<file path="src/rtl/decode_pipe.sv">
// decode_pipe: a binary-to-one-hot decoder behind a 2-entry valid/ready FIFO.
//
// Each accepted {in_sel, in_en} is queued. It appears at the output one
// cycle later as a one-hot word. All outputs are registered, so in_ready
// has no combinational path from out_ready. Because of that, a FULL queue
// refuses a push even in a cycle where it is popped.
//
// Optional feature: define DECODE_PIPE_COUNT_EN to add the dec_count port.
// It is a saturating counter of popped transfers. flush and reset clear it.
//
// Parameters:
//   UUID        - instance identifier (no children to forward it to here)
//   NAME        - instance label, no functional effect
//   SEL_WIDTH   - select width (1..6); OUT_WIDTH = 2**SEL_WIDTH
//   COUNT_WIDTH - dec_count width (1..32)
//
// Ports:
//   clk        - clock, rising edge
//   rst        - asynchronous active-low reset
//   in_valid   - producer offers in_sel/in_en
//   in_ready   - block can accept this cycle
//   in_sel     - binary index to decode
//   in_en      - decode enable (0 -> all-zero word)
//   flush      - synchronous discard of all queued entries (highest priority)
//   out_valid  - out_onehot holds a queued result
//   out_ready  - consumer takes the result
//   out_onehot - decoded head entry, zero when out_valid=0
//   dec_count  - pop counter (DECODE_PIPE_COUNT_EN only)
module decode_pipe #(
  parameter int UUID        = 0,
  parameter     NAME        = "",
  parameter int SEL_WIDTH   = 4,
  parameter int COUNT_WIDTH = 8
) (
  input  logic                        clk,
  input  logic                        rst,
  input  logic                        in_valid,
  output logic                        in_ready,
  input  logic [SEL_WIDTH-1:0]        in_sel,
  input  logic                        in_en,
  input  logic                        flush,
  output logic                        out_valid,
  input  logic                        out_ready,
  output logic [(1<<SEL_WIDTH)-1:0]   out_onehot
`ifdef DECODE_PIPE_COUNT_EN
  ,
  output logic [COUNT_WIDTH-1:0]      dec_count
`endif
);

  localparam int OUT_WIDTH = 1 << SEL_WIDTH;
  localparam int ENT_WIDTH = SEL_WIDTH + 1;  // {en, sel}

  typedef enum logic [1:0] {
    EMPTY = 2'd0,
    ONE   = 2'd1,
    FULL  = 2'd2
  } occ_t;

  // The identification parameters carry no logic; this block only references them.
  if ((UUID < 0) && ($bits(NAME) == 0)) begin : g_ident
  end

  // One-hot decode of a queued {en, sel} entry.
  function automatic logic [OUT_WIDTH-1:0] f_decode(input logic [ENT_WIDTH-1:0] ent);
    logic [OUT_WIDTH-1:0] word;
    word = '0;
    if (ent[ENT_WIDTH-1]) begin
      word[ent[SEL_WIDTH-1:0]] = 1'b1;
    end else begin
      word = '0;
    end
    return word;
  endfunction

  occ_t                 r_occ;
  logic [ENT_WIDTH-1:0] r_e0;   // head
  logic [ENT_WIDTH-1:0] r_e1;   // second entry, valid only in FULL
  logic                 r_in_ready;
  logic                 r_out_valid;
  logic [OUT_WIDTH-1:0] r_out_onehot;

  occ_t                 w_occ_nxt;
  logic [ENT_WIDTH-1:0] w_e0_nxt;
  logic [ENT_WIDTH-1:0] w_e1_nxt;
  logic [ENT_WIDTH-1:0] w_new;
  logic                 w_push;
  logic                 w_pop;

  assign w_new  = {in_en, in_sel};
  assign w_push = in_valid & r_in_ready;
  assign w_pop  = r_out_valid & out_ready;

  // Next occupancy and entry contents; flush overrides any push or pop.
  always_comb begin
    w_occ_nxt = r_occ;
    w_e0_nxt  = r_e0;
    w_e1_nxt  = r_e1;
    if (flush) begin
      w_occ_nxt = EMPTY;
    end else begin
      case (r_occ)
        EMPTY: begin
          if (w_push) begin
            w_occ_nxt = ONE;
            w_e0_nxt  = w_new;
          end else begin
            w_occ_nxt = EMPTY;
          end
        end
        ONE: begin
          if (w_push && w_pop) begin
            // The head leaves and the new entry takes its place.
            w_e0_nxt = w_new;
          end else if (w_push) begin
            w_occ_nxt = FULL;
            w_e1_nxt  = w_new;
          end else if (w_pop) begin
            w_occ_nxt = EMPTY;
          end else begin
            w_occ_nxt = ONE;
          end
        end
        FULL: begin
          // in_ready is low in FULL, so only a pop can happen here.
          if (w_pop) begin
            w_occ_nxt = ONE;
            w_e0_nxt  = r_e1;
          end else begin
            w_occ_nxt = FULL;
          end
        end
        default: begin
          w_occ_nxt = EMPTY;
        end
      endcase
    end
  end

  // State and registered outputs derived from the next state.
  always_ff @(posedge clk or negedge rst) begin
    if (!rst) begin
      r_occ        <= EMPTY;
      r_e0         <= '0;
      r_e1         <= '0;
      r_in_ready   <= 1'b0;
      r_out_valid  <= 1'b0;
      r_out_onehot <= '0;
    end else begin
      r_occ        <= w_occ_nxt;
      r_e0         <= w_e0_nxt;
      r_e1         <= w_e1_nxt;
      r_in_ready   <= (w_occ_nxt != FULL);
      r_out_valid  <= (w_occ_nxt != EMPTY);
      r_out_onehot <= (w_occ_nxt != EMPTY) ? f_decode(w_e0_nxt) : '0;
    end
  end

  assign in_ready   = r_in_ready;
  assign out_valid  = r_out_valid;
  assign out_onehot = r_out_onehot;

`ifdef DECODE_PIPE_COUNT_EN
  logic [COUNT_WIDTH-1:0] r_dec_count;

  // Saturating pop counter; a flush cancels the same-cycle pop and clears it.
  always_ff @(posedge clk or negedge rst) begin
    if (!rst) begin
      r_dec_count <= '0;
    end else if (flush) begin
      r_dec_count <= '0;
    end else if (w_pop && (r_dec_count != '1)) begin
      r_dec_count <= r_dec_count + COUNT_WIDTH'(1);
    end else begin
      r_dec_count <= r_dec_count;
    end
  end

  assign dec_count = r_dec_count;
`endif

endmodule

</file>
<file path="config.mk">
export PLATFORM = sky130hd
export DESIGN_NAME = decode_pipe
export DESIGN_NICKNAME = d
export VERILOG_FILES = /design/src/rtl/decode_pipe.sv
export SDC_FILE = /design/constraint.sdc
export NUM_CORES = 1
export LEC_CHECK = 0
export CELL_PAD_IN_SITES_DETAIL_PLACEMENT = 2
export CELL_PAD_IN_SITES_GLOBAL_PLACEMENT = 2
export CORE_MARGIN = 10
export CORE_UTILIZATION = 24
export DETAILED_ROUTE_END_ITERATION = 10
export PLACE_DENSITY = 0.75
export SKIP_LAST_GASP = 1
export SYNTH_ARGS = -nofsm -noshare
export SYNTH_HDL_FRONTEND = slang
export SYNTH_SLANG_ARGS = --single-unit
export TNS_END_PERCENT = 30
</file>
<file path="constraint.sdc">
create_clock -name clk -period 1.6 [get_ports clk]
set_input_delay 0.48 -clock clk [delete_from_list [all_inputs] [get_ports clk]]
set_output_delay 0.48 -clock clk [all_outputs]
set_load 0.005 [all_outputs]
</file>
---- After elaboration in Yosys (flattened, before gate mapping) ----
Index checks and enable logic that the tools add are counted.
word-level totals
  register bits after elaboration ......... 30
  output and inout port bits .............. 18
  input port bits ......................... 10
  word-level logic and storage cells ...... 36
operators by class
  bitwise gates (word level) .............. 4
  $lt $le $gt $ge ......................... 2
  equal/unequal tests ..................... 3
  reduce and logical (&&, ||, !) cells .... 5
  muxes and demuxes ....................... 16
operators by type and width
  operator                                                                              count
  16-bit 2-to-1 mux                                                                     2
  5-bit 2-to-1 mux                                                                      4
  5-bit one-hot mux with 3 select lines                                                 1
  2-bit 2-to-1 mux                                                                      4
  2-bit one-hot mux with 3 select lines                                                 1
  4-bit by 5-bit < comparator with 1-bit output (second input constant)                 1
  1-bit demux with 4-bit select                                                         1
  4-bit by 1-bit greater-or-equal comparator with 1-bit output (second input constant)  1
  4-bit AND reduction                                                                   1
  1-bit 2-to-1 mux                                                                      3
  1-bit AND                                                                             2
  2-bit by 1-bit equality test with 1-bit output (second input constant)                1
  2-bit equality test (second input constant)                                           1
  1-bit logical AND                                                                     2
  2-bit zero test                                                                       1
  2-bit != test (second input constant)                                                 1
  1-bit NOT                                                                             2
  2-bit nonzero test                                                                    1

---- Longest topological paths before layout ----
  depth in word-level cells ............... 11
  depth in mapped cells ................... 7
  mapped depth without buffers ............ 5

---- Least setup slack after synthesis ----
No wires, ideal clock.
  path kind ............................... input-to-reg
  from .................................... input flush
  to ...................................... register r_out_onehot[11] (netlist: out_onehot[11])
  data required time ...................... 1.528 ns
  path slack .............................. -0.155 ns
  cell stages on the path ................. 5
  arrival time ............................ 1.683 ns
  cells stage by stage .................... clkbuf_2 -> or3_4 -> and2_4 -> a221o_1 -> nor2_2
between the ends
  longest elaborated chain between the ends .. 7
  elaborated cells between the ends (all ways) .. 10
ends and longest elaborated chain
  what                                                                                                                                                 line  source
  start: declaration                                                                                                                                   41    input logic flush,
  5-bit 2-to-1 mux                                                                                                                                     99    if (flush) begin
  4-bit by 5-bit < comparator with 1-bit output (not written as such) or 4-bit by 1-bit greater-or-equal comparator with 1-bit output (tied branches)  69    word[ent[SEL_WIDTH-1:0]] = 1'b1;
  1-bit logical AND (not written as such)                                                                                                              69
  1-bit 2-to-1 mux (not written as such)                                                                                                               69
  1-bit demux with 4-bit select                                                                                                                        69
  16-bit 2-to-1 mux                                                                                                                                    68    if (ent[ENT_WIDTH-1]) begin
  16-bit 2-to-1 mux (*)                                                                                                                                155   r_out_onehot <= (w_occ_nxt != EMPTY) ? f_decode(w_e0_nxt) : '0;
  end signal: assignment                                                                                                                               155
  end: declaration                                                                                                                                     81    logic [OUT_WIDTH-1:0] r_out_onehot;
Every way passes the cells marked *; elsewhere a longest branch is shown, timed or not.
A chain may end at the register's enable or synchronous reset.

---- Worst setup path after layout ----
  from .................................... register r_occ[1]
  to ...................................... register r_out_onehot[10] (netlist: out_onehot[10])
between the ends
  longest elaborated chain between the ends .. 9
  elaborated cells between the ends (all ways) .. 16
ends and longest elaborated chain
  what                                                                                                                                                 line  source
  start: declaration                                                                                                                                   76    occ_t r_occ;
  start signal: assignment                                                                                                                             150   r_occ <= w_occ_nxt;
  2-bit equality test, or another cell as far along                                                                                                    102   case (r_occ)
  5-bit one-hot mux with 3 select lines                                                                                                                102
  5-bit 2-to-1 mux                                                                                                                                     99
  4-bit by 5-bit < comparator with 1-bit output (not written as such) or 4-bit by 1-bit greater-or-equal comparator with 1-bit output (tied branches)  69
  1-bit logical AND (not written as such)                                                                                                              69
  1-bit 2-to-1 mux (not written as such)                                                                                                               69
  1-bit demux with 4-bit select                                                                                                                        69
  16-bit 2-to-1 mux                                                                                                                                    68
  16-bit 2-to-1 mux (*)                                                                                                                                155
Marked as above.

==> results by group <==
Worst setup path
  – Cells on worst reg2reg path: 5
  – R2r startpoint: r_occ[1]$_DFF_PN0_
  – Required time worst endpoint: 1.82 ns
  – Worst path cell trace: nand3b_4 > or3_4 > and2_4 > a221o_1 > nor2_1
  – R2R Setup Slk: -0.19 ns
  – Crit path max fanout: 6
  – Slowest CP cell: dfrtp_2
  – Setup Crit Path Kind: reg -> reg
  – Worst EP arrival: approximately 2.0 ns
  – Worst path max stage delay: ~0.45 ns
  – Setup crit start kind: flop
  – Setup crit end kind: flop
  – R2r endpoint: out_onehot[10]$_DFF_PN0_

STA
  – Fin. Hold Viols: 0
  – Final Skew: 0.00877 ns
  – Slew Viols, Final: 0
  – Setup WS post-layout: -0.193 ns
  – Minimum clock period: around 1.8 ns
  – Relative slew slack: about three quarters
  – Setup TNS: -3.57 ns
  – Peak Freq: between 0.5 and 0.6 GHz
  – Slew @ Worst Pin: 0.401 ns
  – RSZ-0062 raised after global routing: true
  – Period utilization: 112%
  – Count of final setup violators: 28
  – Hold slack: ~0.52 ns

Outcome
  – Failing checks: setup timing
  – Status: complete, but fails checks

Die
  – Starting Density: between 20% and 30%
  – Die H: 95.0 um
  – Row cnt: 27
  – Die X: roughly 95 um
  – # IOs: 28
  – Core Footprint: around 5500 um2
  – Die Area: 9030 um2

Clock tree
  – Worst-Skew Late Latency: a little under 0.3 ns
  – Root buffer cell: clkbuf_8
  – Hold-fix buffers at CTS: 0
  – CTS Buf Count: 5
  – H-tree depth: 2
  – CTS tree: built
  – CTS Sinks: 30
  – Clk slew on worst S/H paths: 0.07 ns
  – CTS Buffer Depth: 2

Synth
  – EDFF count, synth: 0
  – Syn avg cell area: ~12 um2
  – Commonest register cell after synthesis: dfrtp_1
  – Register bit total from synthesis: 30
  – Sequential share of the synthesized area: between 50 and 60%
  – Syn_nets: 126
  – Count of different cell masters after synthesis: 41
  – Syn. warnings: 0
  – Netlist Area Pre-Place: ~1400 um2
  – Ys async rst share: 100%
  – Instance count of the mapped netlist: about 120

Finish
  – Fin nets: 179
  – Area added between synthesis and finish: 54.4%
  – Multi-input gate area: 684 um2
  – Most common cell after layout, fill and taps aside: dfrtp_1
  – Reg area: around 750 um2
  – # diodes: 0
  – Layout cell share with drive strength beyond 1: between 40% and 50%
  – Finished layout cell area: 2090 um2
  – Most frequent cells in the layout: dfrtp_1, clkdlybuf4s50_1, buf_4
  – Finished Layout Cells: between 200 and 250
  – Fill cells: approximately 600

Global routing
  – Largest net degree at the start of global routing: 31
  – Initial antenna violation count: 0
  – Vias in the first global route: 1,339
  – Total track usage: between 10 and 15%
  – Global route overflow: 0
  – First-pass GRT wire length: approximately 7400 um

Placed design
  – IO buf count: 27
  – Placement Setup Slack: -0.783 ns
  – Placed Cells: 230
  – Routability cong.: 0.760
  – Post-DP HPWL: 3010 um
  – Placed Instance Area: approximately 1800 um2

Route
  – Number of remaining DRC errors: 0
  – DR vias: 1,141
  – Vias/cell: approximately 4.7
  – Final ANT Viol Nets: 0
  – DR pass1 iterations: 4
  – DR iter-0 viols: 58
  – Final wirelength: about 4400 um
  – Routed WL per cell: 18.3 um

Min path
  – Hold Path Class: reg -> reg
  – Hold EP: r_e1[4]$_DFFE_PN0P_
  – Hold Crit Depth: 1
  – HP Start: r_e1[4]$_DFFE_PN0P_

Flow run
  – Max Cap Violations: 0

Power and ir drop
  – VDD IR max: 0.363 mV
  – P per Cell Area: 1050 nW/um2
  – Leakage power: between 0.0009 and 0.001 uW
[synth_stat cells, types with 2 or more instances]
master | count | area share, %
a221o_1 | 2 | 1.5
nor2b_1 | 4 | 1.9
mux2_2 | 6 | 5.0
nand3b_4 | 2 | 3.0
a21o_2 | 2 | 1.3
dfrtp_1 | 30 | 56
nor2_1 | 16 | 4.4
nand2b_1 | 3 | 1.4
nand2_1 | 10 | 2.8
a32oi_1 | 4 | 2.6
a21oi_1 | 3 | 1.1
nand3_1 | 4 | 1.5
buf_2 | 2 | 0.74
[layer usage]
layer	up-vias	wire [um]	part of all wire, %	GRT usage (%)
met5	-	0	0	0
met3	8	270	6.1	3.61
met2	26	2360	53	19.3
met4	0	85	1.9	4.86
li1	525	-	-	-
met1	582	1720	39	11.5
[metrics by stage]
| stage | util, % | power, uW |
|---|---|---|
| detailed placement | 33.7 | 1450 |
| floorplan | - | 1220 |
| CTS | 37.0 | 2150 |
| global placement | 33.7 | 1420 |
| global route | 38.1 | 2310 |
| finish | 38.1 | 2180 |
[critical path, delay by kind of cell, from the launching register on]
kind	cells	cell delay [ns]
AND/OR/NAND/NOR	4	0.89
flip-flops	1	0.45
AO/OA/AOI/OAI	1	0.39
[layout make-up]
type                    count  share of cell area (%)
inverters                   1                   0.180
clock inverters             2                   0.600
flip-flops and latches     30                    36.2
repair buffers             51                    22.0
well taps                  72                    4.32
multi-input cells          80                    32.8
clock buffers               6                    3.96
[where the power goes]
part | internal, uW | switching (uW)
clock | 345 | 303
combinational | 309 | 271
sequential | 865 | 88.8
total | 1520 | 662
[cells by family after synthesis]
family,synth area share (%)
buffers and inverters,2.50
flip-flops,55.6
AND/OR/NAND/NOR,20.1
XOR/XNOR,0.648
AO/OA/AOI/OAI,16.2
multiplexers,5.00
[worst max-delay path by stage]
stage	endpoint	start
after global routing	out_onehot[6]$_DFF_PN0_	r_occ[1]$_DFF_PN0_
after detailed placement	out_onehot[6]$_DFF_PN0_	in_valid
after CTS	out_onehot[10]$_DFF_PN0_	r_occ[1]$_DFF_PN0_
after global placement	out_onehot[8]$_DFF_PN0_	in_valid
after floorplan	out_onehot[8]$_DFF_PN0_	r_occ[1]$_DFF_PN0_
final	out_onehot[10]$_DFF_PN0_	r_occ[1]$_DFF_PN0_
[timing repair]
item                                   4_1_cts  5_1_grt
setup endpoints to repair                   42       41
gates resized for setup                     16       10
pin swaps                                    5        4
cloned                                       0        0
endpoints found under the hold margin        0        0
setup buffers                                3        1
[flip-flops by register name, summed over array words and instances, names as in the netlist]
signal,count
r_occ,2
in_ready,1
out_valid,1
r_e0,5
out_onehot,16
r_e1,5
No activity file was read; power rests on OpenSTA's default activity.
